### src/rtl/spi_controller_if.sv
// Core-side register bus for spi_controller: select/strobe, address, write data with lane inhibit, read data.
interface spi_controller_if;
  logic [1:0]  address;
  logic [31:0] data_in;
  logic [3:0]  write_mask;
  logic [31:0] data_out;
  logic        bus_enable;
  logic        write_enable;

  modport master (
    output address, data_in, write_mask, bus_enable, write_enable,
    input  data_out
  );

  modport slave (
    input  address, data_in, write_mask, bus_enable, write_enable,
    output data_out
  );
endinterface

### src/rtl/spi_controller.sv
// Memory-mapped SPI master, mode 0, 8-bit MSB first, with DATA/CONTROL/STATUS registers.
// Every DATA write that is accepted sends one byte on MOSI and captures one byte from MISO.
module spi_controller #(
  parameter int unsigned DEFAULT_DIVIDER = 3
) (
  input  logic             clk,
  input  logic             reset,
  spi_controller_if.slave  bus,
  output logic             spi_clk,
  output logic             spi_mosi,
  input  logic             spi_miso,
  output logic             spi_cs_n
);

  localparam int unsigned BYTE_W = 8;
  localparam int unsigned BIT_W  = 3;
  localparam logic [1:0] ADDR_DATA    = 2'd0;
  localparam logic [1:0] ADDR_CONTROL = 2'd1;
  localparam logic [1:0] ADDR_STATUS  = 2'd2;

  typedef enum logic [1:0] {IDLE, CLK_LO, CLK_HI} state_e;

  state_e              state_q, state_d;
  logic [BYTE_W-1:0]   counter_q, counter_d;
  logic [BIT_W-1:0]    bit_count_q, bit_count_d;
  logic [BYTE_W-1:0]   tx_shift_q, tx_shift_d;
  logic [BYTE_W-1:0]   rx_shift_q, rx_shift_d;
  logic [BYTE_W-1:0]   rx_data_q, rx_data_d;
  logic [BYTE_W-1:0]   divider_q, divider_d;
  logic                rx_valid_q, rx_valid_d;
  logic                busy_q, busy_d;
  logic                overrun_q, overrun_d;
  logic                cs_assert_q, cs_assert_d;
  logic                spi_clk_q, spi_clk_d;
  logic                spi_mosi_q, spi_mosi_d;
  logic                spi_cs_n_q, spi_cs_n_d;

  logic wr_stb_c, rd_stb_c, data_wr_c;
  logic unused_bits_c;

  assign wr_stb_c  = bus.bus_enable & bus.write_enable;
  assign rd_stb_c  = bus.bus_enable & ~bus.write_enable;
  assign data_wr_c = wr_stb_c & (bus.address == ADDR_DATA) & ~bus.write_mask[0];
  assign unused_bits_c = ^{bus.data_in[31:9], bus.write_mask[3:2]};

  // Register updates and the bit-serial state machine.
  always_comb begin
    state_d     = state_q;
    counter_d   = counter_q;
    bit_count_d = bit_count_q;
    tx_shift_d  = tx_shift_q;
    rx_shift_d  = rx_shift_q;
    rx_data_d   = rx_data_q;
    divider_d   = divider_q;
    rx_valid_d  = rx_valid_q;
    busy_d      = busy_q;
    overrun_d   = overrun_q;
    cs_assert_d = cs_assert_q;
    spi_clk_d   = spi_clk_q;
    spi_mosi_d  = spi_mosi_q;

    if (wr_stb_c && bus.address == ADDR_CONTROL && !busy_q) begin
      if (!bus.write_mask[0]) divider_d   = bus.data_in[7:0];
      if (!bus.write_mask[1]) cs_assert_d = bus.data_in[8];
    end
    if (wr_stb_c && bus.address == ADDR_STATUS) overrun_d = 1'b0;
    if (data_wr_c && busy_q) overrun_d = 1'b1;
    if (rd_stb_c && bus.address == ADDR_DATA) rx_valid_d = 1'b0;

    case (state_q)
      IDLE: begin
        spi_clk_d = 1'b0;
        if (data_wr_c && !busy_q) begin
          tx_shift_d  = bus.data_in[7:0];
          spi_mosi_d  = bus.data_in[7];
          counter_d   = divider_q;
          bit_count_d = '0;
          busy_d      = 1'b1;
          state_d     = CLK_LO;
        end
      end
      CLK_LO: begin
        if (counter_q == '0) begin
          spi_clk_d  = 1'b1;
          rx_shift_d = {rx_shift_q[6:0], spi_miso};
          counter_d  = divider_q;
          state_d    = CLK_HI;
        end else begin
          counter_d = counter_q - BYTE_W'(1);
        end
      end
      CLK_HI: begin
        if (counter_q == '0) begin
          spi_clk_d = 1'b0;
          // Completion overrides a same-cycle DATA read clearing rx_valid.
          if (bit_count_q == BIT_W'(7)) begin
            rx_data_d  = rx_shift_q;
            rx_valid_d = 1'b1;
            busy_d     = 1'b0;
            state_d    = IDLE;
          end else begin
            tx_shift_d  = {tx_shift_q[6:0], 1'b0};
            spi_mosi_d  = tx_shift_q[6];
            bit_count_d = bit_count_q + BIT_W'(1);
            counter_d   = divider_q;
            state_d     = CLK_LO;
          end
        end else begin
          counter_d = counter_q - BYTE_W'(1);
        end
      end
      default: state_d = IDLE;
    endcase

    spi_cs_n_d = ~cs_assert_d;
  end

  always_ff @(posedge clk) begin
    if (reset) begin
      state_q     <= IDLE;
      counter_q   <= '0;
      bit_count_q <= '0;
      tx_shift_q  <= '0;
      rx_shift_q  <= '0;
      rx_data_q   <= '0;
      divider_q   <= BYTE_W'(DEFAULT_DIVIDER);
      rx_valid_q  <= 1'b0;
      busy_q      <= 1'b0;
      overrun_q   <= 1'b0;
      cs_assert_q <= 1'b0;
      spi_clk_q   <= 1'b0;
      spi_mosi_q  <= 1'b0;
      spi_cs_n_q  <= 1'b1;
    end else begin
      state_q     <= state_d;
      counter_q   <= counter_d;
      bit_count_q <= bit_count_d;
      tx_shift_q  <= tx_shift_d;
      rx_shift_q  <= rx_shift_d;
      rx_data_q   <= rx_data_d;
      divider_q   <= divider_d;
      rx_valid_q  <= rx_valid_d;
      busy_q      <= busy_d;
      overrun_q   <= overrun_d;
      cs_assert_q <= cs_assert_d;
      spi_clk_q   <= spi_clk_d;
      spi_mosi_q  <= spi_mosi_d;
      spi_cs_n_q  <= spi_cs_n_d;
    end
  end

  // Read mux is combinational from address and registered state.
  always_comb begin
    bus.data_out = '0;
    case (bus.address)
      ADDR_DATA:    bus.data_out = {24'b0, rx_data_q};
      ADDR_CONTROL: bus.data_out = {23'b0, cs_assert_q, divider_q};
      ADDR_STATUS:  bus.data_out = {29'b0, overrun_q, rx_valid_q, busy_q};
      default:      bus.data_out = '0;
    endcase
  end

  assign spi_clk  = spi_clk_q;
  assign spi_mosi = spi_mosi_q;
  assign spi_cs_n = spi_cs_n_q;

endmodule

### src/flat_wrapper.sv
// flat-port wrapper written by rule: the top's interface ports become plain ports
module spi_controller_flat 
#(
  parameter int unsigned DEFAULT_DIVIDER = 3
)
  (clk, reset, spi_clk, spi_mosi, spi_miso, spi_cs_n, bus_address, bus_data_in, bus_write_mask, bus_bus_enable, bus_write_enable, bus_data_out);
  spi_controller_if bus_i ();
  input  logic clk;
  input  logic reset;
  output logic spi_clk;
  output logic spi_mosi;
  input  logic spi_miso;
  output logic spi_cs_n;
  input wire logic [$bits(bus_i.address)-1:0] bus_address;
  input wire logic [$bits(bus_i.data_in)-1:0] bus_data_in;
  input wire logic [$bits(bus_i.write_mask)-1:0] bus_write_mask;
  input wire logic [$bits(bus_i.bus_enable)-1:0] bus_bus_enable;
  input wire logic [$bits(bus_i.write_enable)-1:0] bus_write_enable;
  output wire logic [$bits(bus_i.data_out)-1:0] bus_data_out;
  assign bus_i.address = bus_address;
  assign bus_i.data_in = bus_data_in;
  assign bus_i.write_mask = bus_write_mask;
  assign bus_i.bus_enable = bus_bus_enable;
  assign bus_i.write_enable = bus_write_enable;
  assign bus_data_out = bus_i.data_out;
  spi_controller #(.DEFAULT_DIVIDER(DEFAULT_DIVIDER)) u_core (.clk(clk), .reset(reset), .bus(bus_i), .spi_clk(spi_clk), .spi_mosi(spi_mosi), .spi_miso(spi_miso), .spi_cs_n(spi_cs_n));
endmodule
### config.mk
export PLATFORM = sky130hd
export DESIGN_NAME = spi_controller_flat
export DESIGN_NICKNAME = d
export VERILOG_FILES = /design/src/rtl/spi_controller_if.sv /design/src/rtl/spi_controller.sv /design/src/flat_wrapper.sv
export SDC_FILE = /design/constraint.sdc
export NUM_CORES = 1
export LEC_CHECK = 0
export ABC_AREA = 1
export CELL_PAD_IN_SITES_DETAIL_PLACEMENT = 0
export CELL_PAD_IN_SITES_GLOBAL_PLACEMENT = 1
export CORE_ASPECT_RATIO = 1.75
export CORE_UTILIZATION = 36
export DETAILED_ROUTE_END_ITERATION = 10
export HOLD_SLACK_MARGIN = 0.06
export PLACE_DENSITY = 0.86
export SYNTH_ARGS = -nofsm -noshare
export SYNTH_HDL_FRONTEND = slang
export SYNTH_SLANG_ARGS = --single-unit
### constraint.sdc
create_clock -name clk -period 3.35 [get_ports clk]
set_input_delay 0.335 -clock clk [delete_from_list [all_inputs] [get_ports clk]]
set_output_delay 0.335 -clock clk [all_outputs]
set_load 0.005 [all_outputs]
==> key figures, run 1 <==
Global route
  • Vias in the first global route: 2,119
  • Initial antenna violation count: 0
  • First-pass GRT wire length: 9800 um
  • Total GRT Usage: 16.5%
  • Grt total ovfl: 0
  • Largest net degree at the start of global routing: 37

Logic synthesis
  • Gate Count Post-Synth: 400
  • #FFs+latches synth: 51
  • Sequential cell area fraction in the yosys report: 37.3%
  • Post-synth EDFFs: 0
  • Asr flop ratio synth: 0%
  • Most common cell in the netlist: nand2_1
  • Post-synthesis average cell area: 6.85 um2
  • Synth area leader: dfxtp_1
  • Post-synthesis cell type count: 31
  • Synth top area cells: dfxtp_1 (37%), nand2_1 (11%), nor2_1 (11%), buf_4 (6.8%), o21ai_0 (6.2%)
  • Ys flop type: dfxtp_1
  • Synth top cells by count: nand2_1 (82), nor2_1 (80), dfxtp_1 (51)
  • Synth top area share: 37.3%
  • Mapped Area: 2740 um2
  • Synth warn: 0

Power and ir drop
  • VDD IR max: 0.282 mV
  • PD cells: 601 nW/um2
  • LEAKAGE: 1.39 nW

Routing
  • Overall routed net length: 6240 um
  • Vias: 2,430
  • Drt drc: 0
  • Post-route ant nets: 0
  • Via/cell ratio: 4.74
  • Drt pass-1 iters: 4
  • Post-DR wirelength/cell: 12.2 um
  • DRT iter0 DRCs: 134

Job
  • Maxcap violations: 0

Placed design
  • Placer congestion estimate: 0.848
  • Port Buffers: 29
  • DP Area: 3000 um2
  • Dpl hpwl: 4700 um
  • DP Cell Count: 505

CTS
  • Resize count post-CTS: 0
  • Worst skew pair latency: 0.29 ns
  • H-tree levels: 2
  • Root buf cell: clkbuf_16
  • Post-CTS setup buffer count: 0
  • Clock Tree Buf Depth: 2
  • TritonCTS Buffers: 5
  • Cts hold-fix bufs: 0
  • Num Clock Sinks: 51
  • CTS tree: yes
  • Register clock-pin slew on the reported worst setup and hold paths: 0.06 ns

Timing
  • RSZ-0062 raised after global routing: no
  • Period utilisation layout: 75.4%
  • Hold Slack: 0.463 ns
  • Relative slew slack: 57.1%
  • Setup TNS: 0 ns
  • Fin. max-slew vios: 0
  • Final min period: 2.53 ns
  • Fmax: 396 MHz
  • Final setup violation count: 0
  • Final hold violation count: 0
  • Clk_skew: 0.00476 ns
  • Least-Margin Pin Slew: 0.641 ns

Setup path
  • Reg2reg setup slack: 1.26 ns
  • Reg2Reg Capture Point: u_core.counter_q[4]
  • Nature of the critical path startpoint: input pin
  • Worst EP arrival: 2.19 ns
  • Worst Setup SP: bus_address[0]
  • Classification of the worst setup path: input pin to output port
  • CP Capture Point: bus_data_out[3]
  • WP data required: 3.01 ns
  • Register-to-Register Path Depth: 8
  • Maximum fanout along the worst path: 7
  • Reg2reg start: u_core.state_q[0]
  • Setup crit end kind: output port

Floorplanning
  • Starting Density: 37.6%
  • Ports: 78
  • Num rows: 41
  • Die X: 68.0 um
  • Die Ht: 117 um
  • Core outline area: 7280 um2
  • Die ar.: 7980 um2

Cells and area
  • Design Area, Final: 3140 um2
  • # diodes: 0
  • Layout cells sized above 1: 4.92%
  • Area delta synth->final: 14.7%
  • Final Util: 43.1%
  • Fin cells: 513
  • Number of fill cells: 788
  • Nets: 477

Worst hold path
  • Hold WC Path Type: register to register
  • Hold Crit Depth: 2

Status
  • Status: completed
## cells in the final DEF, fill, tap and decap left out, drive strengths merged
| cell type | synthesis | routed |
|---|---|---|
| nand4 | 10 | 10 |
| conb | 1 | 23 |
| inv | 38 | 38 |
| xnor2 | 1 | 1 |
| clkbuf | 7 | 7 |
| nor2 | 84 | 84 |
| nand2 | 85 | 85 |
| clkinv | 2 | 3 |
| a21oi | 23 | 23 |
| nor3 | 2 | 2 |
| o211ai | 4 | 4 |
| clkdlybuf4s50 | 0 | 29 |
| o21ai | 36 | 36 |
| buf | 27 | 2 |
| ha | 8 | 8 |
| a22o | 3 | 3 |
| dfxtp | 51 | 51 |
| nand3b | 1 | 1 |
| nand3 | 17 | 17 |
## worst min-delay path by stage
stage / startpoint / endpoint / slack, ns
2_1_floorplan: reset / u_core.bit_count_q[1] / 0.40
3_3_place_gp: u_core.tx_shift_q[5] / u_core.tx_shift_q[5] / 0.45
3_5_place_dp: u_core.spi_clk / u_core.spi_clk / 0.45
4_1_cts: u_core.spi_clk / u_core.spi_clk / 0.47
5_1_grt: u_core.rx_valid_q / u_core.rx_valid_q / 0.48
6_report: u_core.spi_clk / u_core.spi_clk / 0.46
## through the flow
| stage | total power (W) | setup slack [ns] |
|---|---|---|
| global placement | 0.00138 | 0.791 |
| detailed placement | 0.00140 | 0.797 |
| finish | 0.00189 | 0.825 |
| CTS | 0.00191 | 0.795 |
| floorplan | 0.00129 | 1.79 |
| global route | 0.00202 | 0.680 |
## worst max-delay path: stages
cell,delay [ns]
clkdlybuf4s50_1,0.50
inv_1,0.05
nor2_1,0.35
inv_1,0.20
o21ai_0,0.22
clkdlybuf4s50_1,0.53
## cell families (layout without fill, tap and decap cells)
family | count (synthesis) | count (layout) | synth area share (%)
compound gates | 66 | 66 | 13.5
buf+inv | 74 | 79 | 13.9
xor+xnor | 1 | 1 | 0.320
fa+ha+maj | 8 | 8 | 3.65
flops | 51 | 51 | 37.3
other cells | 1 | 23 | 0.137
simple gates | 199 | 199 | 31.2
## power breakdown
| part | leakage [nW] | internal, W | switching, W | total [W] |
|---|---|---|---|---|
| Combinational | 0.913 | 0.000232 | 0.000402 | 0.000634 |
| Clock | 0.0679 | 0.000277 | 0.000223 | 0.000499 |
| Sequential | 0.414 | 0.000691 | 0.0000627 | 0.000754 |
| Total | 1.39 | 0.00120 | 0.000687 | 0.00189 |
## sequential cells by signal, indices dropped and copies added, names as in the netlist
register and cells:
u_core.overrun_q 1, u_core.divider_q 8, u_core.rx_shift_q 8, u_core.busy_q 1, u_core.spi_mosi 1, u_core.rx_data_q 8
u_core.bit_count_q 3, u_core.tx_shift_q 7, u_core.counter_q 8, u_core.rx_valid_q 1, u_core.state_q 2, u_core.cs_assert_q 1
u_core.spi_clk 1, u_core.spi_cs_n 1
## metal layers
layer	GRT usage [%]	vias to the layer above	wire, um
li1	-	1279	-
met1	17.8	1078	2560
met2	28.1	60	3160
met3	3.60	13	245
met4	9.11	0	281
met5	0	-	0
## area by class of cell
cell class / instances / area (um2) / share of cell area (%)
Clock buffer: 7 / 133 / 4.22
Sequential cell: 51 / 1020 / 32.5
Inverter: 40 / 150 / 4.78
Clock inverter: 1 / 5.00 / 0.159
Multi-Input combinational cell: 297 / 1420 / 45.2
Timing Repair Buffer: 31 / 305 / 9.72
Tap cell: 86 / 108 / 3.42
(Power assumes the default switching activity.)
==> run 2: changes to the inputs <==
--- a/config.mk
+++ b/config.mk
@@ -9,10 +9,10 @@
 export CELL_PAD_IN_SITES_DETAIL_PLACEMENT = 0
 export CELL_PAD_IN_SITES_GLOBAL_PLACEMENT = 1
 export CORE_ASPECT_RATIO = 1.75
-export CORE_UTILIZATION = 36
+export CORE_UTILIZATION = 33
 export DETAILED_ROUTE_END_ITERATION = 10
 export HOLD_SLACK_MARGIN = 0.06
-export PLACE_DENSITY = 0.86
+export PLACE_DENSITY = 0.8
 export SYNTH_ARGS = -nofsm -noshare
 export SYNTH_HDL_FRONTEND = slang
 export SYNTH_SLANG_ARGS = --single-unit
==> constraint.sdc (replaced) <==
create_clock -name clk -period 2.5 [get_ports clk]
set_input_delay 0.25 -clock clk [delete_from_list [all_inputs] [get_ports clk]]
set_output_delay 0.25 -clock clk [all_outputs]
set_load 0.005 [all_outputs]
==> run 2 against run 1 <==
Hold slack about the same. Total power up 38%. Non-clock buffer count up 4. Sequential power up 34%. Global-route usage down 0.42 points. Count of clock-buffer cells in the layout down 1. First-iteration DRC count down 31%. Sequential cell count unchanged. Critical endpoint is now bus_data_out[7].
==> key figures, run 2 (same netlist as run 1, synthesis figures left out) <==
Timing
  • Setup TNS: 0 ns (unchanged)
  • Fmax: 469 MHz
  • Hold Slack: 0.463 ns (-0.0000360 ns)
  • Final setup violation count: 0 (unchanged)
  • Least-Margin Pin Slew: 0.545 ns (-0.0958 ns)
  • Relative slew slack: 63.5% (+6.4 points)
  • RSZ-0062 raised after global routing: no
  • Fin. max-slew vios: 0 (unchanged)
  • Clk_skew: 0.00836 ns (+0.00360 ns)
  • Period utilisation layout: 85.3%
  • Final hold violation count: 0 (unchanged)
  • Final min period: 2.13 ns

CTS
  • Resize count post-CTS: 0 (unchanged)
  • Clock Tree Buf Depth: 2 (unchanged)
  • Worst skew pair latency: 0.30 ns (about the same)
  • TritonCTS Buffers: 5 (unchanged)
  • CTS tree: yes
  • Register clock-pin slew on the reported worst setup and hold paths: 0.07 ns (about the same)
  • Cts hold-fix bufs: 0 (unchanged)
  • Post-CTS setup buffer count: 0 (unchanged)
  • Num Clock Sinks: 51 (unchanged)
  • Root buf cell: clkbuf_16
  • H-tree levels: 2 (unchanged)

Floorplanning
  • Ports: 78 (unchanged)
  • Die ar.: 8690 um2 (+8.9%)
  • Core outline area: 7960 um2 (+9.3%)
  • Starting Density: 34.4% (-3.2 points)
  • Num rows: 43 (+4.9%)
  • Die X: 70.9 um (+4.3%)
  • Die Ht: 123 um (+4.4%)

Global route
  • Total GRT Usage: 16.1% (-0.42 points)
  • Largest net degree at the start of global routing: 38 (+2.7%)
  • Initial antenna violation count: 0 (unchanged)
  • Grt total ovfl: 0 (unchanged)
  • First-pass GRT wire length: 10,800 um (+10%)
  • Vias in the first global route: 2,350 (+11%)

Routing
  • Drt drc: 0 (unchanged)
  • Post-DR wirelength/cell: 12.5 um (+2.4%)
  • Via/cell ratio: 4.69 (-0.93%)
  • Vias: 2,445 (+0.62%)
  • Drt pass-1 iters: 6 (+2)
  • Overall routed net length: 6490 um (+4.0%)
  • DRT iter0 DRCs: 93 (-31%)
  • Post-route ant nets: 0 (unchanged)

Placed design
  • DP Cell Count: 513 (+1.6%)
  • Dpl hpwl: 5010 um (+6.7%)
  • DP Area: 3040 um2 (+1.2%)
  • Placer congestion estimate: 0.857 (+1.1%)
  • Port Buffers: 29 (unchanged)

Cells and area
  • Nets: 481 (+0.84%)
  • Commonest cells after routing, fill and taps aside: nand2_1 (82), nor2_1 (80), dfxtp_1 (51)
  • Design Area, Final: 3190 um2 (+1.7%)
  • # diodes: 0 (unchanged)
  • Leading cell type in the layout, fill and taps excluded: nand2_1
  • Area delta synth->final: 16.6%
  • Layout cells sized above 1: 6.26% (+1.3 points)
  • Fin cells: 521 (+1.6%)
  • Final Util: 40.1% (-3.0 points)

Job
  • Maxcap violations: 0 (unchanged)

Setup path
  • Critical Path Max Stage Delay: 0.49 ns (-0.04 ns)
  • Buf+Inv Stages, Crit Path: 3 (-1)
  • Critical-path cell list: clkdlybuf4s50_1 -> nor2_1 -> buf_4 -> a22o_1 -> clkdlybuf4s50_1
  • Setup crit end kind: output port
  • Maximum fanout along the worst path: 7 (unchanged)
  • Worst EP arrival: 1.88 ns (-0.31 ns)
  • Classification of the worst setup path: input pin to output port
  • Delay-heaviest family, CP: buffers and inverters
  • Nature of the critical path startpoint: input pin
  • Slowest CP cell: clkdlybuf4s50_1
  • Most used cell, CP: clkdlybuf4s50_1
  • WP data required: 2.25 ns (-0.76 ns)
  • Register-to-Register Path Depth: 8 (unchanged)
  • Critical path depth: 5 (-1)

Power and ir drop
  • VDD IR max: 0.285 mV (+0.93%)
  • PD cells: 814 nW/um2 (+36%)
  • LEAKAGE: 1.42 nW (+1.9%)

Worst hold path
  • Hold WC Path Type: register to register
  • Hold Crit Depth: 2 (unchanged)

Status
  • Status: completed
run 2: report_power, final:
group	switching (W)	internal [W]	leakage, nW	total [W]
Clock	0.000319	0.000401	0.0731	0.000720
Combinational	0.000548	0.000319	0.934	0.000867
Sequential	0.0000874	0.000926	0.414	0.00101
run 2: worst register-to-register path: stages, from the launching register on:
cell and delay, ns:
dfxtp_1 0.39, inv_1 0.08, ha_1 0.33, nand2_1 0.10
inv_1 0.08, nand2_1 0.35, nand3_2 0.38, a21oi_1 0.25
nor2_1 0.06
run 2: layout make-up:
type                            count  area, um2
Multi-Input combinational cell    297       1420
Timing Repair Buffer               35        335
Fill cell                         858       4770
Clock inverter                      2       16.3
Sequential cell                    51       1020
Inverter                           40        150
Tap cell                           90        113
Clock buffer                        6        139
run 2: metrics by stage:
stage | setup WS (ns) | total power, W
detailed placement | 0.269 | 0.00190
finish | 0.368 | 0.00260
global route | 0.183 | 0.00278
floorplan | 0.942 | 0.00172
CTS | 0.357 | 0.00262
global placement | 0.337 | 0.00188
run 2: per-layer routing:
metal  vias to the layer above  share of wire (%)  global-route usage, %
met3                         9                2.3                   2.55
met4                         0                2.0                   6.63
met2                        49                 57                   32.1
li1                       1284                  -                      -
met1                      1103                 39                   16.0
met5                         -                  0                      0
run 2: path summary, 6_finish.rpt:
path / startpoint / endpoint / slack (ns)
setup reg to reg: u_core.state_q[0] / u_core.counter_q[3] / 0.38
setup / recovery: bus_address[1] / bus_data_out[7] / 0.37
hold reg to reg: u_core.overrun_q / u_core.overrun_q / 0.46
hold / removal: u_core.overrun_q / u_core.overrun_q / 0.46
==> run 3: changes to the inputs <==
--- a/config.mk
+++ b/config.mk
@@ -12,7 +12,7 @@
 export CORE_UTILIZATION = 33
 export DETAILED_ROUTE_END_ITERATION = 10
 export HOLD_SLACK_MARGIN = 0.06
-export PLACE_DENSITY = 0.8
+export PLACE_DENSITY = 0.82
 export SYNTH_ARGS = -nofsm -noshare
 export SYNTH_HDL_FRONTEND = slang
 export SYNTH_SLANG_ARGS = --single-unit
==> run 3 against run 2 <==
Clock power down 3.6%. Register-to-register slack better by 0.17 ns. Die area unchanged. Cell area decreased by 0.20%. Critical endpoint is now bus_data_out[2]. Largest cell class unchanged. Largest power group unchanged.
==> key figures, run 3 (same netlist as run 1, synthesis figures left out) <==
Setup path
  • Setup crit end kind: output port
  • WP data required: 2.25 ns (about the same)
  • Most used cell, CP: clkdlybuf4s50_1
  • Delay-heaviest family, CP: buffers and inverters
  • Buf+Inv Stages, Crit Path: 3 (unchanged)
  • Critical Path Max Stage Delay: 0.52 ns (+0.03 ns)
  • Worst EP arrival: 1.74 ns (-0.14 ns)
  • Maximum fanout along the worst path: 4 (-3)
  • Slowest CP cell: clkdlybuf4s50_1
  • Nature of the critical path startpoint: input pin
  • Critical-path cell list: clkdlybuf4s50_1 -> inv_1 -> nor2_1 -> nand2_1 -> o211ai_1 -> clkdlybuf4s50_1
  • Classification of the worst setup path: input pin to output port

Routing
  • DRT iter0 DRCs: 127 (+37%)
  • Post-route ant nets: 0 (unchanged)
  • Post-DR wirelength/cell: 12.2 um (-2.0%)
  • Drt drc: 0 (unchanged)
  • Via/cell ratio: 4.63 (-1.4%)
  • Vias: 2,411 (-1.4%)
  • Drt pass-1 iters: 6 (unchanged)
  • Overall routed net length: 6370 um (-2.0%)

CTS
  • CTS tree: yes
  • Num Clock Sinks: 51 (unchanged)
  • Clock Tree Buf Depth: 2 (unchanged)
  • H-tree levels: 2 (unchanged)
  • Root buf cell: clkbuf_16
  • TritonCTS Buffers: 5 (unchanged)
  • Worst skew pair latency: 0.30 ns (about the same)
  • Resize count post-CTS: 0 (unchanged)
  • Cts hold-fix bufs: 0 (unchanged)
  • Post-CTS setup buffer count: 0 (unchanged)
  • Register clock-pin slew on the reported worst setup and hold paths: 0.07 ns (about the same)

Global route
  • First-pass GRT wire length: 10,300 um (-4.3%)
  • Grt total ovfl: 0 (unchanged)
  • Initial antenna violation count: 0 (unchanged)
  • Largest net degree at the start of global routing: 38 (unchanged)
  • Vias in the first global route: 2,150 (-8.5%)
  • Total GRT Usage: 15.4% (-0.61 points)

Floorplanning
  • Starting Density: 34.4% (unchanged)
  • Ports: 78 (unchanged)
  • Core outline area: 7960 um2 (unchanged)
  • Die Ht: 123 um (unchanged)
  • Die X: 70.9 um (unchanged)
  • Num rows: 43 (unchanged)
  • Die ar.: 8690 um2 (unchanged)

Timing
  • Final hold violation count: 0 (unchanged)
  • Final setup violation count: 0 (unchanged)
  • Setup TNS: 0 ns (unchanged)
  • Period utilisation layout: 79.7% (-5.5 points)
  • Least-Margin Pin Slew: 0.570 ns (+0.0250 ns)
  • Final min period: 1.99 ns (-0.138 ns)
  • Relative slew slack: 61.9% (-1.7 points)
  • Fin. max-slew vios: 0 (unchanged)
  • RSZ-0062 raised after global routing: no
  • Setup WS post-layout: 0.506 ns (+0.138 ns)
  • Clk_skew: 0.00608 ns (-0.00227 ns)
  • Fmax: 502 MHz (+6.9%)

Cells and area
  • Number of fill cells: 849 (-1.0%)
  • Commonest cells after routing, fill and taps aside: nand2_1 (82), nor2_1 (80), dfxtp_1 (51)
  • Leading cell type in the layout, fill and taps excluded: nand2_1
  • # diodes: 0 (unchanged)
  • Area delta synth->final: 16.3%
  • Fin cells: 521 (unchanged)
  • Nets: 481 (unchanged)
  • Layout cells sized above 1: 6.26% (unchanged)

Placed design
  • DP Cell Count: 513 (unchanged)
  • Place WS: 0.479 ns (+0.211 ns)
  • Port Buffers: 29 (unchanged)
  • Placer congestion estimate: 0.787 (-8.2%)
  • Dpl hpwl: 4830 um (-3.7%)

Power and ir drop
  • Combinational Power Share: 33.6% (+0.3 points)
  • PD cells: 805 nW/um2 (-1.1%)
  • Switching power: 0.000946 W (-0.84%)
  • Sequential Power Share: 39.4% (+0.4 points)
  • Total power: 0.00257 W (-1.3%)
  • LEAKAGE: 1.41 nW (-0.47%)
  • Internal power: 0.00162 W (-1.5%)
  • VDD IR max: 0.305 mV (+7.0%)
  • Power share of the clock group: 27.0% (-0.7 points)
  • Sw Share: 36.9% (+0.17 points)

Job
  • Maxcap violations: 0 (unchanged)

Worst hold path
  • Hold WC Path Type: register to register

Status
  • Status: completed
==> run 3: power groups by stage <==
stage / clock network (W) / registers [W] / logic (W)
detailed placement: 0 / 0.00103 / 0.000859
global placement: 0 / 0.00102 / 0.000850
global route: 0.000736 / 0.00103 / 0.000983
floorplan: 0 / 0.00101 / 0.000717
CTS: 0.000708 / 0.00101 / 0.000865
finish: 0.000694 / 0.00101 / 0.000862
==> run 3: cell type report <==
type / instances / area (um2) / area share [%]
Multi-Input combinational cell: 297 / 1420 / 44.5
Inverter: 40 / 150 / 4.71
Clock buffer: 5 / 125 / 3.92
Timing Repair Buffer: 35 / 335 / 10.5
Tap cell: 90 / 113 / 3.53
Clock inverter: 3 / 23.8 / 0.746
Sequential cell: 51 / 1020 / 32.0
==> run 3: per-stage QoR <==
stage	hold slack, ns	cell area [um2]	util, %
after floorplan	0.319	2820	-
after global placement	0.449	3040	38.2
after detailed placement	0.455	3040	38.2
after CTS	0.465	3190	40.0
after global routing	0.481	3190	40.0
final	0.465	3190	40.0
==> run 3: metal layers <==
layer | wire length (um) | share of wire, % | track usage, %
met3 | 154 | 2.4 | 2.05
met2 | 3450 | 54 | 29.9
met5 | 0 | 0 | 0
met4 | 164 | 2.6 | 7.12
met1 | 2590 | 41 | 16.2
==> run 3: final timing paths <==
check	slack, ns	start	end	cells after the start
setup reg to reg	0.55	u_core.counter_q[0]	u_core.counter_q[0]	8
setup / recovery	0.51	bus_address[1]	bus_data_out[2]	6
hold / removal	0.46	u_core.rx_valid_q	u_core.rx_valid_q	2
hold reg to reg	0.46	u_core.rx_valid_q	u_core.rx_valid_q	2
==> run 3: worst register-to-register path, delay by kind of cell (launching register included) <==
family	cells	cell delay [ns]
flops	1	0.33
compound gates	1	0.22
simple gates	5	0.91
fa+ha+maj	1	0.25
buf+inv	1	0.13
